**config.mk**
```make
export PLATFORM = sky130hd
export DESIGN_NAME = bcd_countdown_timer
export DESIGN_NICKNAME = d
export VERILOG_FILES = /design/src/rtl/bcd_countdown_timer.sv
export SDC_FILE = /design/constraint.sdc
export NUM_CORES = 1
export LEC_CHECK = 0
export ABC_AREA = 1
export CELL_PAD_IN_SITES_DETAIL_PLACEMENT = 0
export CELL_PAD_IN_SITES_GLOBAL_PLACEMENT = 1
export CORE_UTILIZATION = 38
export CTS_BUF_LIST = sky130_fd_sc_hd__clkbuf_2 sky130_fd_sc_hd__clkbuf_4 sky130_fd_sc_hd__clkbuf_8
export CTS_CLUSTER_DIAMETER = 80
export CTS_CLUSTER_SIZE = 12
export DETAILED_ROUTE_END_ITERATION = 12
export PLACE_DENSITY = 0.76
export SYNTH_ARGS = -nofsm -noshare
export SYNTH_HDL_FRONTEND = slang
export SYNTH_SLANG_ARGS = --single-unit
```
**constraint.sdc**
```tcl
create_clock -name clk -period 1.6 [get_ports clk]
set_input_delay 0.32 -clock clk [delete_from_list [all_inputs] [get_ports clk]]
set_output_delay 0.32 -clock clk [all_outputs]
set_load 0.05 [all_outputs]
```
**src/rtl/bcd_countdown_timer.sv**
```systemverilog
// MM:SS BCD countdown timer feeding the segment display driver.
// Holds four packed BCD digits, counts down once per second while running, and flags expiry with an alarm window.
module bcd_countdown_timer #(
  parameter int unsigned CLK_PER_SEC = 50_000_000,
  parameter int unsigned ALARM_SEC   = 5
) (
  input  logic        clk,
  input  logic        rst_n,
  input  logic        start_p,
  input  logic        pause_p,
  input  logic        load_p,
  input  logic [7:0]  load_min,
  input  logic [7:0]  load_sec,
  output logic [15:0] bcd_out,
  output logic        upd,
  output logic        running,
  output logic        alarm,
  output logic        done_p,
  output logic        load_err,
  output logic [1:0]  dbg_state
);

  // Interface: start_p/pause_p/load_p are single-cycle request pulses sampled on
  // clk with no backpressure; upd/done_p/load_err are single-cycle strobes that
  // the consumer must sample in the cycle they are high.

  localparam int PW = (CLK_PER_SEC > 1) ? $clog2(CLK_PER_SEC) : 1;
  localparam logic [PW-1:0] PRESC_LAST = PW'(CLK_PER_SEC - 1);
  localparam logic [7:0]    ALARM_LAST = 8'(ALARM_SEC);

  typedef enum logic [1:0] {
    S_IDLE  = 2'd0,
    S_RUN   = 2'd1,
    S_PAUSE = 2'd2,
    S_ALARM = 2'd3
  } state_t;

  state_t        r_state;
  state_t        w_state_nxt;
  logic [15:0]   r_value;
  logic [15:0]   w_value_nxt;
  logic [PW-1:0] r_presc;
  logic [PW-1:0] w_presc_nxt;
  logic [7:0]    r_alarm_cnt;
  logic [7:0]    w_alarm_cnt_nxt;
  logic [7:0]    w_alarm_inc;
  logic          r_upd;
  logic          w_upd_nxt;
  logic          r_done;
  logic          w_done_nxt;
  logic          r_load_err;
  logic          w_load_err_nxt;
  logic          w_tick;
  logic          w_load_ok;
  logic [15:0]   w_load_val;
  logic [15:0]   w_dec;

  // One-second step down with a borrow rippling S0 -> S1 -> M0 -> M1.
  function automatic logic [15:0] bcd_dec(input logic [15:0] v);
    logic [3:0] m1;
    logic [3:0] m0;
    logic [3:0] s1;
    logic [3:0] s0;
    logic       b;
    m1 = v[15:12];
    m0 = v[11:8];
    s1 = v[7:4];
    s0 = v[3:0];
    b  = 1'b1;
    if (s0 == 4'd0) begin
      s0 = 4'd9;
    end else begin
      s0 = s0 - 4'd1;
      b  = 1'b0;
    end
    if (b) begin
      if (s1 == 4'd0) begin
        s1 = 4'd5;
      end else begin
        s1 = s1 - 4'd1;
        b  = 1'b0;
      end
    end
    if (b) begin
      if (m0 == 4'd0) begin
        m0 = 4'd9;
      end else begin
        m0 = m0 - 4'd1;
        b  = 1'b0;
      end
    end
    if (b) begin
      m1 = m1 - 4'd1;
    end
    return {m1, m0, s1, s0};
  endfunction

  assign w_tick      = ((r_state == S_RUN) || (r_state == S_ALARM)) && (r_presc == PRESC_LAST);
  assign w_load_ok   = (load_min[7:4] <= 4'd9) && (load_min[3:0] <= 4'd9) &&
                       (load_sec[7:4] <= 4'd5) && (load_sec[3:0] <= 4'd9);
  assign w_load_val  = {load_min, load_sec};
  assign w_dec       = bcd_dec(r_value);
  assign w_alarm_inc = r_alarm_cnt + 8'd1;

  always_comb begin
    w_state_nxt     = r_state;
    w_value_nxt     = r_value;
    w_presc_nxt     = r_presc;
    w_alarm_cnt_nxt = r_alarm_cnt;
    w_upd_nxt       = 1'b0;
    w_done_nxt      = 1'b0;
    w_load_err_nxt  = 1'b0;

    if ((r_state == S_RUN) || (r_state == S_ALARM)) begin
      w_presc_nxt = w_tick ? '0 : r_presc + 1'b1;
    end

    case (r_state)
      S_IDLE: begin
        if (load_p) begin
          if (w_load_ok) begin
            w_value_nxt = w_load_val;
            w_upd_nxt   = 1'b1;
          end else begin
            w_load_err_nxt = 1'b1;
          end
        end else if (start_p && (r_value != 16'h0000)) begin
          w_state_nxt = S_RUN;
          w_presc_nxt = '0;
        end
      end

      S_RUN: begin
        // A tick coinciding with pause still lands its decrement first.
        if (w_tick) begin
          w_value_nxt = w_dec;
          w_upd_nxt   = 1'b1;
          if (w_dec == 16'h0000) begin
            w_state_nxt     = S_ALARM;
            w_done_nxt      = 1'b1;
            w_presc_nxt     = '0;
            w_alarm_cnt_nxt = 8'd0;
          end else if (pause_p) begin
            w_state_nxt = S_PAUSE;
          end
        end else if (pause_p) begin
          w_state_nxt = S_PAUSE;
        end
      end

      S_PAUSE: begin
        if (load_p) begin
          if (w_load_ok) begin
            w_value_nxt = w_load_val;
            w_upd_nxt   = 1'b1;
            w_state_nxt = S_IDLE;
          end else begin
            w_load_err_nxt = 1'b1;
          end
        end else if (start_p) begin
          w_state_nxt = S_RUN;
        end
      end

      S_ALARM: begin
        // A rejected load consumes the request pulses but not the seconds tick.
        if (load_p && w_load_ok) begin
          w_value_nxt = w_load_val;
          w_upd_nxt   = 1'b1;
          w_state_nxt = S_IDLE;
        end else if (!load_p && (start_p || pause_p)) begin
          w_state_nxt = S_IDLE;
        end else if (w_tick) begin
          w_alarm_cnt_nxt = w_alarm_inc;
          if (w_alarm_inc == ALARM_LAST) begin
            w_state_nxt = S_IDLE;
          end
        end
        if (load_p && !w_load_ok) begin
          w_load_err_nxt = 1'b1;
        end
      end

      default: begin
        w_state_nxt = S_IDLE;
      end
    endcase
  end

  always_ff @(posedge clk or negedge rst_n) begin
    if (!rst_n) begin
      r_state     <= S_IDLE;
      r_value     <= 16'h0000;
      r_presc     <= '0;
      r_alarm_cnt <= 8'd0;
      r_upd       <= 1'b0;
      r_done      <= 1'b0;
      r_load_err  <= 1'b0;
    end else begin
      r_state     <= w_state_nxt;
      r_value     <= w_value_nxt;
      r_presc     <= w_presc_nxt;
      r_alarm_cnt <= w_alarm_cnt_nxt;
      r_upd       <= w_upd_nxt;
      r_done      <= w_done_nxt;
      r_load_err  <= w_load_err_nxt;
    end
  end

  assign bcd_out   = r_value;
  assign upd       = r_upd;
  assign running   = (r_state == S_RUN);
  assign alarm     = (r_state == S_ALARM);
  assign done_p    = r_done;
  assign load_err  = r_load_err;
  assign dbg_state = r_state;

endmodule
```
==> results.toml, run 1 <==
[grt]
antenna_found_initial = 0
gr-total-overflow = 0
grt_pass1_vias = 3878
grt_max_degree = 56
grt_pass1_wl_um = 17700
grt_usage = 0.231

[placement]
dpl.hpwl_um = 7540
gp_congestion = 0.828
port_buffers = 43
post-place-ws_ps = -551

[final_layout]
drive_above_1_share = 0.485
syn_to_final_growth_pct = 78.2
antenna_cells = 0
fin_nets = 706

[synth]
synth_adder_area_share = 0.0181
synth_simple_gate_area_frac = 0.359
syn_area_per_cell_um2 = 7.18
synth_top_family_by_area = "simple AND/OR/NAND/NOR gates"
synth_compound_area_frac = 0.0916
synth_xor_xnor_area_share = 0.0579
synth.area.top_cells = "dfrtp_1, nand2_1, nor2_1"
synth_async_sr_flop_share = 1.00
yosys.area.top_type_share = 0.398
netlist_instances = 481
yosys-top-cells-count = "nand2_1, nor2_1, dfrtp_1"
netlist_area_um2 = 3460
synthDistinctLibCells = 33
synthFlopType = "dfrtp_1"
synth.most_common_cell = "nand2_1"
ys_ff_latch = 55
yosysWarnings = 0
yosysTopAreaCell = "dfrtp_1"
syn_nets = 507
synth-edff-count = 0
ys_seq_area_frac = 0.398
synth_mux_area_frac = 0

[route]
wirelength_um = 11100
drc = 0
dr.pass1.iters = 4
post_drt_wl_per_cell_um = 14.1
ant_nets = 0
via_count = 3875
first_iter_violations = 183
vias_per_cell = 4.91

[floorplan]
coreArea_um2 = 8760
die_w_um = 97.4
initial_core_util = 0.394
num_rows = 34
io_pins = 44
dieHeight_um = 97.4
dieArea_um2 = 9480

[power]
ir_drop_uv = 1440
power_mw = 9.31
p_leak_nw = 2.82
cellPowerDensity_nw_per_um2 = 1510

[clock_tree]
cts_max_level = 2
clk_pin_slew_worst_paths_ps = 100
numClockSinks = 55
cts_tree = "yes"
cts_buffers = 5
clock_latency_ps = 310
cts.path.max_buffers = 2
root_buffer = "clkbuf_8"

[worst_setup_path]
ff2ff_path_depth = 14
r2r-start = "bcd_out[2]$_DFFE_PN0P_"
worst-path-max-fanout = 5
timing.rr.end = "r_alarm_cnt[0]$_DFFE_PN0P_"
critPathLaunchType = "flop"
worstPathRequired_ps = 1810
path_class = "flop to flop"
cp-end-kind = "flop"
r2r_slack_ps = -280
arrival_ps = 2090

[sta]
layout_setup_ws_ps = -280
worstMarginPinSlew_ps = 331
setup_viol = 52
tns_ps = -8330
period_minus_slack_ps = 1880
fmax_ghz = 0.532
fin_skew_ps = 9.33
relSlewSlack = 0.779
hold-worst-slack_ps = 511
post-route-period-util = 1.18
rsz0062_at_grt = "yes"
slew_violations = 0
hold_violations = 0

[status]
violations = "setup timing"
status = "finished with violations"

[flow_run]
maxCapViolCount = 0

[min_path]
hp-class = "input port to asynchronous set/reset pin"
## final cells by class
type                       instances  area (um^2)
fill                             691         2610
multi-input combinational        361         2380
timing repair buffer             198         1890
sequential                        55         1400
inverter                          56          230
tap                              108          135
clock buffer                       5         68.8
timing repair inverter             3         41.3
clock inverter                     3         20.0
## state kept, by name, indices dropped and copies added (netlist names)
signal / count
r_presc: 26
bcd_out: 16
r_alarm_cnt: 8
dbg_state: 2
done_p: 1
load_err: 1
upd: 1
## where the power goes
part | internal (mW) | switching [mW] | leakage (nW)
sequential | 1.73 | 0.273 | 0.710
combinational | 2.97 | 3.56 | 2.07
clock | 0.306 | 0.482 | 0.0402
total | 5.00 | 4.31 | 2.82
## repair_timing
item / CTS / global route
pin swaps: 44 / 41
buffers inserted: 18 / 15
setup endpoints to repair: 55 / 56
hold buffers: 1 / 0
endpoints found under the hold margin: 5 / 0
gates resized for setup: 91 / 83
cloned: 4 / 0
## logic make-up after synthesis
family          Yosys count
flops                    55
fa+ha+maj                 5
xor+xnor                 22
buf+inv                  65
simple gates            277
compound gates           57
## critical path, stage by stage, from the launching register on
cell,delay (ps)
dfrtp_2,440
nor2_4,180
nand2_4,110
nor2_8,150
buf_6,130
nand2_1,50
nand2_1,80
inv_1,60
nand3_2,90
nor2_4,40
nand2_2,70
nand2_4,100
buf_12,150
nand3_1,60
nand2_1,50
## through the flow
| stage | instances | util | area [um^2] |
|---|---|---|---|
| 2_1_floorplan | 481 | - | 3560 |
| 3_3_place_gp | 749 | 0.592 | 5190 |
| 6_report | 789 | 0.703 | 6160 |
| 5_1_grt | 789 | 0.703 | 6160 |
| 4_1_cts | 777 | 0.652 | 5710 |
| 3_5_place_dp | 749 | 0.592 | 5190 |
## worst max path at each step
stage | startpoint | endpoint | cells past startpoint
6_report | bcd_out[2]$_DFFE_PN0P_ | r_alarm_cnt[0]$_DFFE_PN0P_ | 14
3_3_place_gp | load_min[1] | bcd_out[15]$_DFFE_PN0P_ | 9
5_1_grt | bcd_out[2]$_DFFE_PN0P_ | r_alarm_cnt[1]$_DFFE_PN0P_ | 14
4_1_cts | bcd_out[1]$_DFFE_PN0P_ | r_alarm_cnt[0]$_DFFE_PN0P_ | 14
2_1_floorplan | bcd_out[4]$_DFFE_PN0P_ | r_alarm_cnt[3]$_DFFE_PN0P_ | 12
3_5_place_dp | load_min[1] | bcd_out[15]$_DFFE_PN0P_ | 9
## routing by layer
layer,global-route usage,routed length (um),share of wire
met1,0.297,4910,0.44
met3,0.0288,350,0.031
met4,0.0577,195,0.017
met5,0,0,0
met2,0.410,5690,0.51
## cell usage in the layout (no fill, tap or decap), types with 10 or more instances in the layout
cell type	instances
a21oi_1	10
buf_12	23
buf_4	141
clkdlybuf4s50_1	19
dfrtp_1	39
dfrtp_2	16
inv_1	48
nand2_1	97
nand2_2	21
nand3_1	25
nand4_1	14
nor2_1	34
nor2_2	23
nor2_4	27
o21ai_1	13
xor2_1	12
Note: power is estimated with default switching activity, not from simulation.
==> inputs of run 2 (changes only) <==
==> config.mk (replaced) <==
export PLATFORM = sky130hd
export DESIGN_NAME = bcd_countdown_timer
export DESIGN_NICKNAME = d
export VERILOG_FILES = /design/src/rtl/bcd_countdown_timer.sv
export SDC_FILE = /design/constraint.sdc
export NUM_CORES = 1
export LEC_CHECK = 0
export ABC_AREA = 1
export CELL_PAD_IN_SITES_DETAIL_PLACEMENT = 0
export CELL_PAD_IN_SITES_GLOBAL_PLACEMENT = 1
export CORE_MARGIN = 2
export CORE_UTILIZATION = 36
export CTS_CLUSTER_SIZE = 12
export DETAILED_ROUTE_END_ITERATION = 12
export PLACE_DENSITY = 0.73
export SYNTH_ARGS = -nofsm -noshare
export SYNTH_HDL_FRONTEND = slang
export SYNTH_SLANG_ARGS = --single-unit
==> run 2 against run 1 <==
Compared with the run above:
- the run still ends with setup timing left
- sequential power is essentially flat
- worst hold slack lost 12 ps
- design area shrank 2.0%
- critical path depth shrank 2
- first-iteration DRC count shrank 16%
- via count shrank 0.41%
- flip-flop and latch count is the same
- non-clock buffer count grew 8
- clock power grew 24%
==> results.toml, run 2 (synthesis results as in run 1) <==
[power]
sw_frac_of_total = 0.450
power_mw = 9.57
p_leak_nw = 2.89
internal_power_mw = 5.26
switchingPower_mw = 4.31
ir_drop_uv = 1310
clock_power_share = 0.102
p_seq_frac = 0.207
power_frac_comb = 0.691
cellPowerDensity_nw_per_um2 = 1590

[final_layout]
fin_nets = 715
antenna_cells = 0
utilization = 0.650
drive_above_1_share = 0.441
largest_reg_flops = 26
regMostFlops = "r_presc"
final_cell_mix = "buf_4, nand2_1, nor2_1"
n_fill_cell = 787
syn_to_final_growth_pct = 74.5
final_common_cell = "buf_4"

[route]
post_drt_wl_per_cell_um = 13.2
drc = 0
dr.pass1.iters = 4
via_count = 3859
wirelength_um = 10800
first_iter_violations = 153
vias_per_cell = 4.71
ant_nets = 0

[worst_setup_path]
worst-path-max-fanout = 8
timing.rr.end = "r_alarm_cnt[6]$_DFFE_PN0P_"
worstPathRequired_ps = 1810
endpoint = "r_alarm_cnt[6]$_DFFE_PN0P_"
path_class = "flop to flop"
arrival_ps = 2100
critPathLaunchType = "flop"
ff2ff_path_depth = 12
r2r_slack_ps = -290
crit_path_start = "bcd_out[0]$_DFFE_PN0P_"
r2r-start = "bcd_out[0]$_DFFE_PN0P_"
cp-end-kind = "flop"

[sta]
post-route-period-util = 1.18
fin_skew_ps = 10.8
rsz0062_at_grt = "yes"
hold_violations = 0
relSlewSlack = 0.743
tns_ps = -9260
setup_viol = 54
slew_violations = 0
layout_setup_ws_ps = -286
worstMarginPinSlew_ps = 382
fmax_ghz = 0.530
period_minus_slack_ps = 1890
hold-worst-slack_ps = 499

[placement]
post-place-ws_ps = -581
gp_congestion = 0.912
dpl.hpwl_um = 7760
port_buffers = 43

[floorplan]
io_pins = 44
die_w_um = 102
dieArea_um2 = 10400
num_rows = 35
dieHeight_um = 102
initial_core_util = 0.372
coreArea_um2 = 9280

[clock_tree]
root_buffer = "clkbuf_8"
cts.path.max_buffers = 2
numClockSinks = 55
clk_pin_slew_worst_paths_ps = 110
cts_buffers = 5
clock_latency_ps = 320
cts_max_level = 2
cts_tree = "yes"

[grt]
grt_pass1_wl_um = 18200
grt_max_degree = 56
grt_pass1_vias = 3939
antenna_found_initial = 0
gr-total-overflow = 0
grt_usage = 0.219

[status]
violations = "setup timing"
status = "finished with violations"

[flow_run]
maxCapViolCount = 0

[min_path]
hp-class = "input port to flop"
-- run 2: timing repair --
item / 4_1_cts / 5_1_grt
gates resized for setup: 80 / 35
pin swaps: 38 / 21
setup endpoints to repair: 54 / 57
setup buffers: 22 / 3
gates cloned: 4 / 0
hold endpoints to repair: 2 / 0
hold buffers: 1 / 0
-- run 2: per-layer routing --
metal,share of wire,GRT usage,up-vias
met5,0,0,-
met4,0.017,0.0523,0
met3,0.030,0.0294,18
met2,0.49,0.369,69
met1,0.47,0.299,1797
li1,-,-,1975
-- run 2: stage by stage --
step	cell area, um^2	std cells
after floorplan	3560	481
after global placement	5330	783
after detailed placement	5330	783
after CTS	5880	817
after global routing	6030	819
final	6030	819
-- run 2: area by class of cell --
cell class | count | area, um^2 | area share
multi-input cells | 362 | 2140 | 0.356
repair buffers | 206 | 1940 | 0.322
flip-flops and latches | 55 | 1400 | 0.231
inverters | 56 | 235 | 0.0390
well taps | 129 | 161 | 0.0268
clock buffers | 5 | 68.8 | 0.0114
clock inverters | 3 | 47.5 | 0.00788
repair inverters | 3 | 37.5 | 0.00622
-- run 2: worst min-delay path by stage --
stage / start / endpoint / slack [ps] / depth (start not counted)
after floorplan: rst_n / bcd_out[0]$_DFFE_PN0P_ / 20 / 0
after global placement: rst_n / r_presc[21]$_DFF_PN0_ / 340 / 2
after detailed placement: rst_n / r_presc[21]$_DFF_PN0_ / 350 / 2
after CTS: load_sec[1] / bcd_out[1]$_DFFE_PN0P_ / 480 / 3
after global routing: load_sec[1] / bcd_out[1]$_DFFE_PN0P_ / 500 / 3
final: load_sec[1] / bcd_out[1]$_DFFE_PN0P_ / 500 / 3
-- run 2: power groups by stage --
stage	clock (mW)	combinational, mW	sequential (mW)
after floorplan	0	1.87	2.89
after global placement	0	5.46	1.97
after CTS	0.998	6.29	1.97
final	0.976	6.61	1.98
after global routing	1.06	7.02	2.02
after detailed placement	0	5.49	1.99
-- run 2: critical path, cell delays in order (launching register included) --
cell,delay (ps)
dfrtp_2,450
nor2_4,170
nand2_4,110
nor2_8,160
nand2_2,70
a21oi_2,120
nand3_1,100
nor2_2,140
nand2_2,110
nand2_4,130
nand2_4,90
nand2_1,80
nand2_1,50
==> inputs of run 3 (changes only) <==
--- a/config.mk
+++ b/config.mk
@@ -13,6 +13,7 @@
 export CTS_CLUSTER_SIZE = 12
 export DETAILED_ROUTE_END_ITERATION = 12
 export PLACE_DENSITY = 0.73
+export SETUP_SLACK_MARGIN = 0.5
 export SYNTH_ARGS = -nofsm -noshare
 export SYNTH_HDL_FRONTEND = slang
 export SYNTH_SLANG_ARGS = --single-unit
==> run 3 against run 2 <==
Compared with the run above:
- the flow still finishes with violations (setup timing)
- die area is the same
- critical path depth increased by 2
- non-clock buffer count up 25
- setup slack better by 14 ps
- critical path type unchanged
- largest cell class unchanged
==> results.toml, run 3 (synthesis results as in run 1) <==
[min_path]
min_from = "load_sec[5]"
hp-class = "input port to flop"

[sta]
tns_ps = -11180
post-route-period-util = 1.17
layout_setup_ws_ps = -272
slew_violations = 0
relSlewSlack = 0.800
period_minus_slack_ps = 1870
worstMarginPinSlew_ps = 299
fin_skew_ps = 7.68
setup_viol = 56
hold-worst-slack_ps = 403
fmax_ghz = 0.534
hold_violations = 0
rsz0062_at_grt = "yes"

[worst_setup_path]
cp_slowest_cell = "dfrtp_2"
crit_path_start = "bcd_out[1]$_DFFE_PN0P_"
crit_family = "simple AND/OR/NAND/NOR gates"
critPathBufInv = 1
endpoint = "r_alarm_cnt[7]$_DFFE_PN0P_"
crit_path_frequent_cell = "nand2_1"
cp_num_cells = 14
timing.rr.end = "r_alarm_cnt[7]$_DFFE_PN0P_"
arrival_ps = 2100
critPathLaunchType = "flop"
cp-end-kind = "flop"
path_class = "flop to flop"
critPathMaxStageDelay_ps = 470
worstPathRequired_ps = 1820
r2r-start = "bcd_out[1]$_DFFE_PN0P_"
worst-path-max-fanout = 8
ff2ff_path_depth = 14
r2r_slack_ps = -270
worstPathCellList = "nor2_4, nand2_4, inv_2, nand2_1, nand2_1, nand2_1, nor2_2, nand3_2, nor2_4, nand2_4, nand2_4, nand2_4, nand2_1, nand2_1"

[grt]
grt_pass1_wl_um = 18400
antenna_found_initial = 0
grt_usage = 0.221
grt_pass1_vias = 3999
grt_max_degree = 46
gr-total-overflow = 0

[final_layout]
n_fill_cell = 732
final_common_cell = "buf_4"
drive_above_1_share = 0.519
utilization = 0.711
fin_nets = 740
final_cell_mix = "buf_4, nand2_1, inv_1, buf_6, dfrtp_1"
largest_reg_flops = 26
antenna_cells = 0
syn_to_final_growth_pct = 91.1
finalInstanceArea_um2 = 6610
regMostFlops = "r_presc"

[clock_tree]
cts_max_level = 2
root_buffer = "clkbuf_8"
cts_buffers = 5
clk_pin_slew_worst_paths_ps = 110
cts_tree = "yes"
cts.path.max_buffers = 2
clock_latency_ps = 320
numClockSinks = 55

[floorplan]
die_w_um = 102
coreArea_um2 = 9280
num_rows = 35
io_pins = 44
dieArea_um2 = 10400
initial_core_util = 0.372
dieHeight_um = 102

[status]
status = "finished with violations"
violations = "setup timing"

[placement]
post-place-ws_ps = -434
port_buffers = 43
placed_area_um2 = 5400
dpl.hpwl_um = 7920
gp_congestion = 0.858

[power]
power_frac_comb = 0.719
clock_power_share = 0.084
internal_power_mw = 5.76
p_leak_nw = 3.09
cellPowerDensity_nw_per_um2 = 1580
switchingPower_mw = 4.67
ir_drop_uv = 1410
sw_frac_of_total = 0.448
p_seq_frac = 0.197

[route]
post_drt_wl_per_cell_um = 14.5
first_iter_violations = 95
drc = 0
wirelength_um = 12200
dr.pass1.iters = 5
ant_nets = 0
vias_per_cell = 4.86
via_count = 4099

[flow_run]
maxCapViolCount = 0
==> run 3: cell count changes in the layout (fill, tap and decap cells not counted), sizes merged, moves of 2 or more <==
cell           delta
clkbuf            +2
clkinvlp          +2
clkdlybuf4s50    -11
clkdlybuf4s15     +3
inv               -3
buf              +24
dlygate4sd2       +8
==> run 3: metal layers <==
layer / track usage / routed length [um]
met1: 0.281 / 5370
met2: 0.404 / 6410
met3: 0.0267 / 240
met4: 0.0462 / 191
met5: 0 / 0
==> run 3: layout make-up <==
cell class / count / area [um^2] / area share
Timing Repair inverter: 3 / 48.8 / 0.00739
Clock inverter: 2 / 16.3 / 0.00246
Inverter: 56 / 239 / 0.0362
Multi-Input combinational cell: 362 / 2360 / 0.357
Tap cell: 129 / 161 / 0.0244
Timing Repair Buffer: 231 / 2300 / 0.349
Clock buffer: 6 / 82.6 / 0.0125
Sequential cell: 55 / 1400 / 0.211
==> run 3: repair_timing <==
item	in CTS	in global routing
endpoints found under the hold margin	10	0
buffers inserted	22	21
pin swaps	30	37
cloned	2	4
hold buffers	1	0
resized for setup	97	108
setup endpoints to repair	78	78
==> run 3: how the worst min path moves through the flow <==
stage | slack, ps | cells after the start | end
3_3_place_gp | 230 | 1 | upd$_DFF_PN0_
6_report | 400 | 3 | bcd_out[5]$_DFFE_PN0P_
4_1_cts | 400 | 3 | bcd_out[5]$_DFFE_PN0P_
3_5_place_dp | 220 | 1 | upd$_DFF_PN0_
2_1_floorplan | 20 | 0 | bcd_out[0]$_DFFE_PN0P_
5_1_grt | 420 | 2 | bcd_out[0]$_DFFE_PN0P_
==> run 3: per-stage QoR <==
| step | cells | total power, mW |
|---|---|---|
| final | 844 | 10.4 |
| after global placement | 786 | 7.50 |
| after floorplan | 481 | 4.83 |
| after CTS | 819 | 9.18 |
| after global routing | 844 | 11.0 |
| after detailed placement | 786 | 7.55 |
==> run 3: power by group through the flow <==
stage	Sequential [mW]	Clock, mW	Combinational [mW]
6_report	2.06	0.872	7.50
5_1_grt	2.09	0.947	7.92
4_1_cts	2.03	0.890	6.26
3_5_place_dp	2.01	0	5.53
3_3_place_gp	2.00	0	5.50
2_1_floorplan	2.90	0	1.93
==> run 3: worst min-delay path: cells and delay by family <==
kind,cells,cell delay [ps]
AO/OA/AOI/OAI,1,80
buffers and inverters,1,200
AND/OR/NAND/NOR,1,90
